`src/rtl/data_axi_bridge.sv`:
```
// data_axi_bridge: converts a CPU SRAM-style data request into a single-beat AXI read or write,
// stalling the CPU until the transfer completes.
`default_nettype none

module data_axi_bridge #(
   parameter int MASK_KSEG = 1
) (
   input  logic        clk,
   input  logic        resetn,
   input  logic        req_en,
   input  logic [3:0]  req_wen,
   input  logic [31:0] req_addr,
   input  logic [31:0] req_wdata,
   output logic [31:0] req_rdata,
   output logic        req_stall,
   output logic        bus_err,
   output logic [31:0] axi_araddr,
   output logic [2:0]  axi_arsize,
   output logic        axi_arvalid,
   input  logic        axi_arready,
   input  logic [31:0] axi_rdata,
   input  logic [1:0]  axi_rresp,
   input  logic        axi_rvalid,
   output logic        axi_rready,
   output logic [31:0] axi_awaddr,
   output logic [2:0]  axi_awsize,
   output logic        axi_awvalid,
   input  logic        axi_awready,
   output logic [31:0] axi_wdata,
   output logic [3:0]  axi_wstrb,
   output logic        axi_wvalid,
   input  logic        axi_wready,
   input  logic [1:0]  axi_bresp,
   input  logic        axi_bvalid,
   output logic        axi_bready
);

   typedef enum logic [2:0] {
      S_IDLE    = 3'd0,
      S_RD_ADDR = 3'd1,
      S_RD_DATA = 3'd2,
      S_WR_ADDR = 3'd3,
      S_WR_RESP = 3'd4,
      S_DONE    = 3'd5
   } state_t;

   state_t      r_state;
   state_t      w_next;
   logic        w_stall;
   logic [31:0] w_phys_addr;
   logic [2:0]  w_awsize;
   logic        w_aw_ok;
   logic        w_w_ok;

   logic [31:0] r_addr;
   logic [3:0]  r_wen;
   logic [31:0] r_wdata;
   logic [31:0] r_rdata;
   logic [2:0]  r_arsize;
   logic [2:0]  r_awsize;
   logic        r_arvalid;
   logic        r_rready;
   logic        r_awvalid;
   logic        r_wvalid;
   logic        r_bready;
   logic        r_bus_err;

   assign w_phys_addr = (MASK_KSEG != 0) ? {3'b000, req_addr[28:0]} : req_addr;

   // Each write channel is satisfied once its valid has dropped or it handshakes now.
   assign w_aw_ok = !r_awvalid || axi_awready;
   assign w_w_ok  = !r_wvalid  || axi_wready;

   always_comb begin
      w_awsize = 3'd2;
      case (req_wen)
         4'b0001, 4'b0010, 4'b0100, 4'b1000: w_awsize = 3'd0;
         4'b0011, 4'b0101, 4'b0110,
         4'b1001, 4'b1010, 4'b1100:          w_awsize = 3'd1;
         default:                            w_awsize = 3'd2;
      endcase
   end

   always_comb begin
      w_next  = r_state;
      w_stall = 1'b0;
      case (r_state)
         S_IDLE: begin
            if (req_en) begin
               w_stall = 1'b1;
               w_next  = (req_wen == 4'b0000) ? S_RD_ADDR : S_WR_ADDR;
            end
         end
         S_RD_ADDR: begin
            w_stall = 1'b1;
            if (r_arvalid && axi_arready) w_next = S_RD_DATA;
         end
         S_RD_DATA: begin
            w_stall = 1'b1;
            if (r_rready && axi_rvalid) w_next = S_DONE;
         end
         S_WR_ADDR: begin
            w_stall = 1'b1;
            if (w_aw_ok && w_w_ok) w_next = S_WR_RESP;
         end
         S_WR_RESP: begin
            w_stall = 1'b1;
            if (r_bready && axi_bvalid) w_next = S_DONE;
         end
         S_DONE:  w_next = S_IDLE;
         default: w_next = S_IDLE;
      endcase
   end

   always_ff @(posedge clk or negedge resetn) begin
      if (!resetn) r_state <= S_IDLE;
      else         r_state <= w_next;
   end

   always_ff @(posedge clk or negedge resetn) begin
      if (!resetn) begin
         r_addr    <= '0;
         r_wen     <= '0;
         r_wdata   <= '0;
         r_rdata   <= '0;
         r_arsize  <= '0;
         r_awsize  <= '0;
         r_arvalid <= 1'b0;
         r_rready  <= 1'b0;
         r_awvalid <= 1'b0;
         r_wvalid  <= 1'b0;
         r_bready  <= 1'b0;
         r_bus_err <= 1'b0;
      end else begin
         r_bus_err <= 1'b0;
         case (r_state)
            S_IDLE: begin
               if (req_en) begin
                  r_addr  <= w_phys_addr;
                  r_wen   <= req_wen;
                  r_wdata <= req_wdata;
                  if (req_wen == 4'b0000) begin
                     r_arvalid <= 1'b1;
                     r_arsize  <= 3'b010;
                  end else begin
                     r_awvalid <= 1'b1;
                     r_wvalid  <= 1'b1;
                     r_awsize  <= w_awsize;
                  end
               end
            end
            S_RD_ADDR: begin
               if (axi_arready) begin
                  r_arvalid <= 1'b0;
                  r_rready  <= 1'b1;
               end
            end
            S_RD_DATA: begin
               if (axi_rvalid) begin
                  r_rready  <= 1'b0;
                  r_rdata   <= axi_rdata;
                  r_bus_err <= (axi_rresp != 2'b00);
               end
            end
            S_WR_ADDR: begin
               if (r_awvalid && axi_awready) r_awvalid <= 1'b0;
               if (r_wvalid && axi_wready)   r_wvalid  <= 1'b0;
               if (w_aw_ok && w_w_ok)        r_bready  <= 1'b1;
            end
            S_WR_RESP: begin
               if (axi_bvalid) begin
                  r_bready  <= 1'b0;
                  r_bus_err <= (axi_bresp != 2'b00);
               end
            end
            default: ;
         endcase
      end
   end

   assign req_rdata   = r_rdata;
   assign req_stall   = w_stall;
   assign bus_err     = r_bus_err;
   assign axi_araddr  = r_addr;
   assign axi_arsize  = r_arsize;
   assign axi_arvalid = r_arvalid;
   assign axi_rready  = r_rready;
   assign axi_awaddr  = r_addr;
   assign axi_awsize  = r_awsize;
   assign axi_awvalid = r_awvalid;
   assign axi_wdata   = r_wdata;
   assign axi_wstrb   = r_wen;
   assign axi_wvalid  = r_wvalid;
   assign axi_bready  = r_bready;

endmodule

`default_nettype wire

```
`config.mk`:
```
export PLATFORM = sky130hd
export DESIGN_NAME = data_axi_bridge
export DESIGN_NICKNAME = d
export VERILOG_FILES = /design/src/rtl/data_axi_bridge.sv
export SDC_FILE = /design/constraint.sdc
export NUM_CORES = 1
export LEC_CHECK = 0
export ABC_AREA = 1
export BUFFER_PORTS_ARGS = -buffer_cell sky130_fd_sc_hd__buf_2
export CAP_MARGIN = 20
export CORE_AREA = 2 2 106 108
export DETAILED_ROUTE_END_ITERATION = 12
export DIE_AREA = 0 0 108 110
export PLACE_DENSITY = 0.79
export SYNTH_ARGS = -nofsm -noshare
export SYNTH_HDL_FRONTEND = slang
export SYNTH_SLANG_ARGS = --single-unit
```
`constraint.sdc`:
```
create_clock -name clk -period 1.9 [get_ports clk]
set_clock_uncertainty 0.1 [all_clocks]
set_input_delay 0.38 -clock clk [delete_from_list [all_inputs] [get_ports clk]]
set_output_delay 0.38 -clock clk [all_outputs]
set_load 0.005 [all_outputs]
```
==> out/qor.yml, run 1 <==
synth:
  synth_common_cells: "323 x nand2_1, 109 x dfrtp_1, 40 x buf_4"
  synthFlopType: "dfrtp_1"
  synth_area_leaders: "dfrtp_1 57%, nand2_1 26%, buf_4 6.3%, buf_6 1.9%, inv_1 1.3%"
  synth_most_common_cell: "nand2_1"
  synth_edf_count: 0
  synth_cell_type_count: 25
  syn_area_mm2: 0.00474
  synth_area_per_cell_um2: 8.50
  synth_top_area_share: 0.575
  synth_area_leader_cell: "dfrtp_1"
  yosys_warnings: 0
  yosys_register_bits: 109
  synth_cells: 558
  async_reset_ff_frac: 1.00
  yosysSeqAreaShare: 0.575
global_route:
  grt_max_degree: 110
  track_usage: 0.190
  grt_pass1_wl_mm: 17.7
  grt_pass1_vias: 3811
  antenna_found_initial: 1
  grt.overflow.total: 0
floorplanning:
  num_io_pins: 257
  fp.dieW_um: 108
  design.core.area_mm2: 0.0107
  dieArea_mm2: 0.0119
  die_y_um: 110
  initial_core_util: 0.444
  num_rows: 38
route:
  ant_nets: 0
  viasPerCell: 4.52
  wirelength_mm: 11.5
  drc: 0
  drt_iter0_markers: 212
  drt-wirelength-per-cell_um: 12.5
  first_pass_iters: 5
  vias: 4155
clock_tree:
  cts_root_buffer: "clkbuf_8"
  clockBufferDepth: 2
  clkTransAtPathRegs_ns: 0.11
  cts_sinks: 109
  cts_tree: "done"
  h-tree-depth: 3
  insertion_delay_ns: 0.35
  cts_buffers: 9
finish:
  nFillCells: 1016
  fin_cells: 920
  drive_gt1_frac: 0.363
  seq_area_mm2: 0.00273
  multi_input_area_mm2: 0.00155
  final_area_mm2: 0.00606
  nNetsFinal: 890
  syn_to_final_growth_pct: 27.8
  num_antenna_cells: 0
power_and_ir_drop:
  p_comb_frac: 0.049
  leakage_nw: 3.96
  swShare: 0.223
  p_per_area_mw_per_mm2: 643
  vdd_ir_drop_max_mv: 0.395
  p_seq_frac: 0.594
  p_int_mw: 3.03
  switching_power_mw: 0.870
  pwr-share-clk: 0.357
placement:
  dp_hpwl_mm: 8.59
  port_buffers: 244
  dpl_cell_area_mm2: 0.00581
  place_congestion: 0.832
  placed_cells: 900
timing:
  worst_pin_slew_ns: 0.582
  tns_ns: 0
  fin_crit_ns: 1.80
  finalCritPeriodShare: 0.950
  drv_slew: 0
  slew_headroom: 0.612
  hold_viol: 0
  rsz0062_at_grt: "false"
  timing.fmax_mhz: 554
  setup_viol: 0
worst_setup_path:
  cp.required_ns: 1.42
  critical_path_arrival_ns: 1.32
  start_kind: "flop"
  cp-end-kind: "output port"
  path_class: "reg -> out"
  worstPathMaxFanout: 3
flow_run:
  maxCapViolCount: 0
status:
  outcome: "completed"
worst_hold_path:
  hold_path_class: "in -> reg"
-- power groups by stage --
stage	Clock, mW	Combinational, mW	Sequential [mW]
2_1_floorplan	0	0.0355	2.37
3_3_place_gp	0	0.190	2.37
3_5_place_dp	0	0.193	2.37
4_1_cts	1.44	0.196	2.32
5_1_grt	1.56	0.218	2.32
6_report	1.39	0.191	2.32
-- path summary, 6_finish.rpt --
check                                    from       endpoint  slack, ns  cells past startpoint
worst max-delay path               r_state[1]      req_stall        0.1                      6
worst min-delay path             req_wdata[0]   axi_wdata[0]       0.10                      3
worst max register to register     r_state[1]    axi_arvalid       0.22                      8
worst min register to register  axi_awsize[0]  axi_awsize[0]       0.38                      2
max in group asynchronous              resetn  req_rdata[14]       0.73                      3
min in group asynchronous              resetn   axi_wstrb[0]       0.51                      3
-- flip-flops by register name (all words and copies together) (netlist names) --
name         count
axi_wdata       32
req_rdata       32
axi_araddr      29
axi_wstrb        4
r_state          3
axi_awsize       2
axi_arsize       1
axi_arvalid      1
axi_awvalid      1
axi_bready       1
axi_rready       1
axi_wvalid       1
bus_err          1
-- worst max-delay path, stage by stage (launching register included) --
cell     delay [ns]
dfrtp_1        0.42
nor2_4         0.14
nand2_2        0.09
inv_4          0.09
nand2_8        0.04
o21ai_2        0.04
buf_2          0.13
-- metal layers --
metal | wire length (um) | vias to the layer above | GRT usage
li1 | - | 2069 | -
met1 | 4460 | 1899 | 0.223
met2 | 5900 | 168 | 0.336
met3 | 874 | 17 | 0.0476
met4 | 236 | 2 | 0.0760
met5 | 13 | - | 0
-- area by class of cell --
class / count / area share
flip-flops and latches: 109 / 0.450
multi-input cells: 380 / 0.255
clock buffers: 10 / 0.0210
repair buffers: 256 / 0.220
clock inverters: 6 / 0.0113
well taps: 140 / 0.0289
inverters: 19 / 0.0138
-- through the flow --
step | setup WS, ns | power (mW) | utilization | hold WS (ns)
floorplan | 0.330 | 2.40 | - | -0.0156
finish | 0.0957 | 3.90 | 0.567 | 0.104
detailed placement | 0.156 | 2.56 | 0.543 | 0.355
global route | 0.00860 | 4.10 | 0.567 | 0.0838
CTS | 0.0287 | 3.96 | 0.565 | 0.0835
global placement | 0.188 | 2.56 | 0.543 | 0.341
-- logic make-up after synthesis --
family / count (synthesis) / synth area share
flops: 109 / 0.575
fa+ha+maj: 3 / 0.00791
buf+inv: 77 / 0.109
simple gates: 348 / 0.285
compound gates: 20 / 0.0224
other cells: 1 / 0.000790
-- layout by cell type, fill, tap and decap left out, types with 2 or more instances in the layout --
cell type / n
inv_6: 2
ha_1: 3
nor2_1: 6
buf_2: 243
conb_1: 9
nor2_2: 2
dfrtp_1: 108
inv_4: 2
o21ai_1: 4
inv_1: 15
clkbuf_8: 9
a21oi_1: 4
nand2_2: 2
nand2_1: 323
buf_4: 10
o21bai_1: 2
nand3_1: 9
nor2_4: 2
o21ai_0: 8
-- what timing repair did --
| item | CTS | global route |
|---|---|---|
| setup endpoints to repair | 1 | 2 |
| hold buffers | 1 | 0 |
| endpoints found under the hold margin | 3 | 0 |
| gates resized for setup | 4 | 6 |
| pin swaps | 2 | 3 |
| setup buffers | 3 | 0 |
(Power assumes the default switching activity.)
==> run 2: changes to the inputs <==
--- a/config.mk
+++ b/config.mk
@@ -12,6 +12,7 @@
 export DETAILED_ROUTE_END_ITERATION = 12
 export DIE_AREA = 0 0 108 110
 export PLACE_DENSITY = 0.79
+export SLEW_MARGIN = 20
 export SYNTH_ARGS = -nofsm -noshare
 export SYNTH_HDL_FRONTEND = slang
 export SYNTH_SLANG_ARGS = --single-unit
==> constraint.sdc (replaced) <==
create_clock -name clk -period 2 [get_ports clk]
set_clock_uncertainty 0.1 [all_clocks]
set_input_delay 0.4 -clock clk [delete_from_list [all_inputs] [get_ports clk]]
set_output_delay 0.4 -clock clk [all_outputs]
set_load 0.005 [all_outputs]
==> run 2 against run 1 <==
  * Non-clock buffer count down 1
  * Die area unchanged
  * Worst hold slack better by 0.025 ns
  * Largest cell class unchanged
  * Largest power group unchanged
==> out/qor.yml, run 2 (synthesis gave the netlist of run 1 again) <==
status:
  outcome: "completed"  # unchanged
finish:
  nNetsFinal: 889  # was 890
  final_area_mm2: 0.00605  # was 0.00606 mm^2
  multi_input_area_mm2: 0.00153  # was 0.00155 mm^2
  drive_gt1_frac: 0.363  # about the same
  num_antenna_cells: 0  # unchanged
  nFillCells: 1011  # was 1016
  syn_to_final_growth_pct: 27.5  # was 27.8%
  final_cell_mix: "323 x nand2_1, 243 x buf_2, 106 x dfrtp_1, 15 x inv_1"  # was 323 x nand2_1, 243 x buf_2, 108 x dfrtp_1, 15 x inv_1, 10 x buf_4
  fin_util: 0.565  # was 0.567
  seq_area_mm2: 0.00273  # about the same
  final_common_cell: "nand2_1"  # unchanged
worst_setup_path:
  worstPathMaxFanout: 5  # was 3
  crit_family: "flip-flops"  # unchanged
  r2r-end: "bus_err"  # was axi_arvalid
  critical_path_arrival_ns: 1.41  # was 1.32 ns
  start_kind: "flop"  # unchanged
  crit_slowest_cell: "dfrtp_2"  # was dfrtp_1
  rr_worst_depth: 8  # unchanged
  critical-path-max-stage-delay_ns: 0.45  # was 0.42 ns
  cp.depth: 6  # unchanged
  rr_startpoint: "r_state[2]"  # was r_state[1]
  cp-end-kind: "output port"  # unchanged
  cp.required_ns: 1.50  # was 1.42 ns
  path_class: "reg -> out"  # unchanged
  reg2reg_slack_ns: 0.37  # was 0.22 ns
  path_buf_inv: 2  # unchanged
  crit_chain: "nor2_4, nand2_2, inv_2, nand2_4, o21ai_1, buf_2"  # was nor2_4, nand2_2, inv_4, nand2_8, o21ai_2, buf_2
floorplanning:
  design.core.area_mm2: 0.0107  # unchanged
  initial_core_util: 0.444  # unchanged
  die_y_um: 110  # unchanged
  num_io_pins: 257  # unchanged
  dieArea_mm2: 0.0119  # unchanged
  num_rows: 38  # unchanged
  fp.dieW_um: 108  # unchanged
timing:
  finalCritPeriodShare: 0.954
  drv_slew: 0  # unchanged
  timing.fmax_mhz: 524
  layout_setup_ws_ns: 0.0926  # was 0.0957 ns
  hold_viol: 0  # unchanged
  whs_ns: 0.129  # was 0.104 ns
  fin_crit_ns: 1.91
  setup_viol: 0  # unchanged
global_route:
  grt_pass1_wl_mm: 17.0  # was 17.7 mm
  grt_max_degree: 63  # was 110
  track_usage: 0.184  # was 0.190
  antenna_found_initial: 1  # unchanged
  grt_pass1_vias: 3786  # was 3811
  grt.overflow.total: 0  # unchanged
placement:
  dp_hpwl_mm: 8.26  # was 8.59 mm
  dpl_cell_area_mm2: 0.00580  # was 0.00581 mm^2
  dp_slack_ns: 0.355  # was 0.156 ns
  place_congestion: 0.781  # was 0.832
  port_buffers: 244  # unchanged
route:
  drc: 0  # unchanged
  vias: 4088  # was 4155
  first_pass_iters: 7  # was 5
  ant_nets: 0  # unchanged
  drt-wirelength-per-cell_um: 12.1  # was 12.5 um
  drt_iter0_markers: 184  # was 212
  viasPerCell: 4.45  # was 4.52
  wirelength_mm: 11.1  # was 11.5 mm
power_and_ir_drop:
  p_seq_frac: 0.592  # was 0.594
  power.total_mw: 3.72  # was 3.90 mW
  swShare: 0.224  # was 0.223
  p_comb_frac: 0.050  # was 0.049
  pwr-share-clk: 0.358  # was 0.357
  switching_power_mw: 0.832  # was 0.870 mW
  vdd_ir_drop_max_mv: 0.281  # was 0.395 mV
  p_per_area_mw_per_mm2: 615  # was 643 mW/mm^2
  leakage_nw: 3.97  # was 3.96 nW
  p_int_mw: 2.89  # was 3.03 mW
clock_tree:
  h-tree-depth: 3  # unchanged
  clockBufferDepth: 2  # unchanged
  clkTransAtPathRegs_ns: 0.11  # about the same
  cts_tree: "done"  # unchanged
  cts_sinks: 109  # unchanged
  cts_buffers: 9  # unchanged
  insertion_delay_ns: 0.35  # about the same
  cts_root_buffer: "clkbuf_8"  # unchanged
worst_hold_path:
  hold_path_class: "in -> reg"  # unchanged
  hold_end: "req_rdata[0]"  # was axi_wdata[0]
  hold_depth: 3  # unchanged
  min-delay-start: "axi_rdata[0]"  # was req_wdata[0]
flow_run:
  maxCapViolCount: 0  # unchanged
run 2: power groups by stage:
stage / clock, mW / sequential, mW / combinational (mW)
after global routing: 1.49 / 2.20 / 0.211
after detailed placement: 0 / 2.25 / 0.188
after floorplan: 0 / 2.25 / 0.0337
after CTS: 1.39 / 2.20 / 0.190
final: 1.33 / 2.20 / 0.185
after global placement: 0 / 2.25 / 0.187
run 2: how the worst max path moves through the flow:
stage                     from            end  slack, ns
finish              r_state[2]      req_stall       0.09
global route        r_state[2]      req_stall      -0.01
CTS                 r_state[1]      req_stall      0.001
detailed placement  r_state[1]  axi_wdata[25]       0.36
global placement    r_state[1]    axi_arvalid       0.38
floorplan           r_state[1]      req_stall       0.41
run 2: per-stage QoR:
stage	std cells	TNS [ns]
after floorplan	566	0
after global placement	897	0
after detailed placement	897	0
after CTS	914	0
after global routing	919	-0.0133
final	919	0
run 2: worst reg2reg max path, stage by stage, from the launching register on:
cell and delay, ns:
dfrtp_2 0.45, buf_4 0.15, inv_1 0.07, nand2_1 0.06, nor2_2 0.11, nand2_2 0.10
inv_4 0.26, o21ai_0 0.14, nand2_1 0.11
run 2: layout make-up:
class,count,share of cell area
flip-flops and latches,109,0.452
multi-input cells,380,0.253
repair buffers,255,0.221
well taps,140,0.0290
clock buffers,10,0.0211
inverters,19,0.0130
clock inverters,6,0.0118
run 2: repair_timing:
action,CTS,global route
pin swaps,0,2
resized for setup,2,4
cloned,0,0
hold endpoints to repair,30,0
buffers inserted,0,5
setup endpoints to repair,1,1
hold buffers,1,0
run 2: layer usage:
metal	global-route usage	routed length [um]	up-vias
met5	0	19	-
li1	-	-	2068
met4	0.0733	241	2
met3	0.0476	868	20
met2	0.335	5670	166
met1	0.207	4300	1832
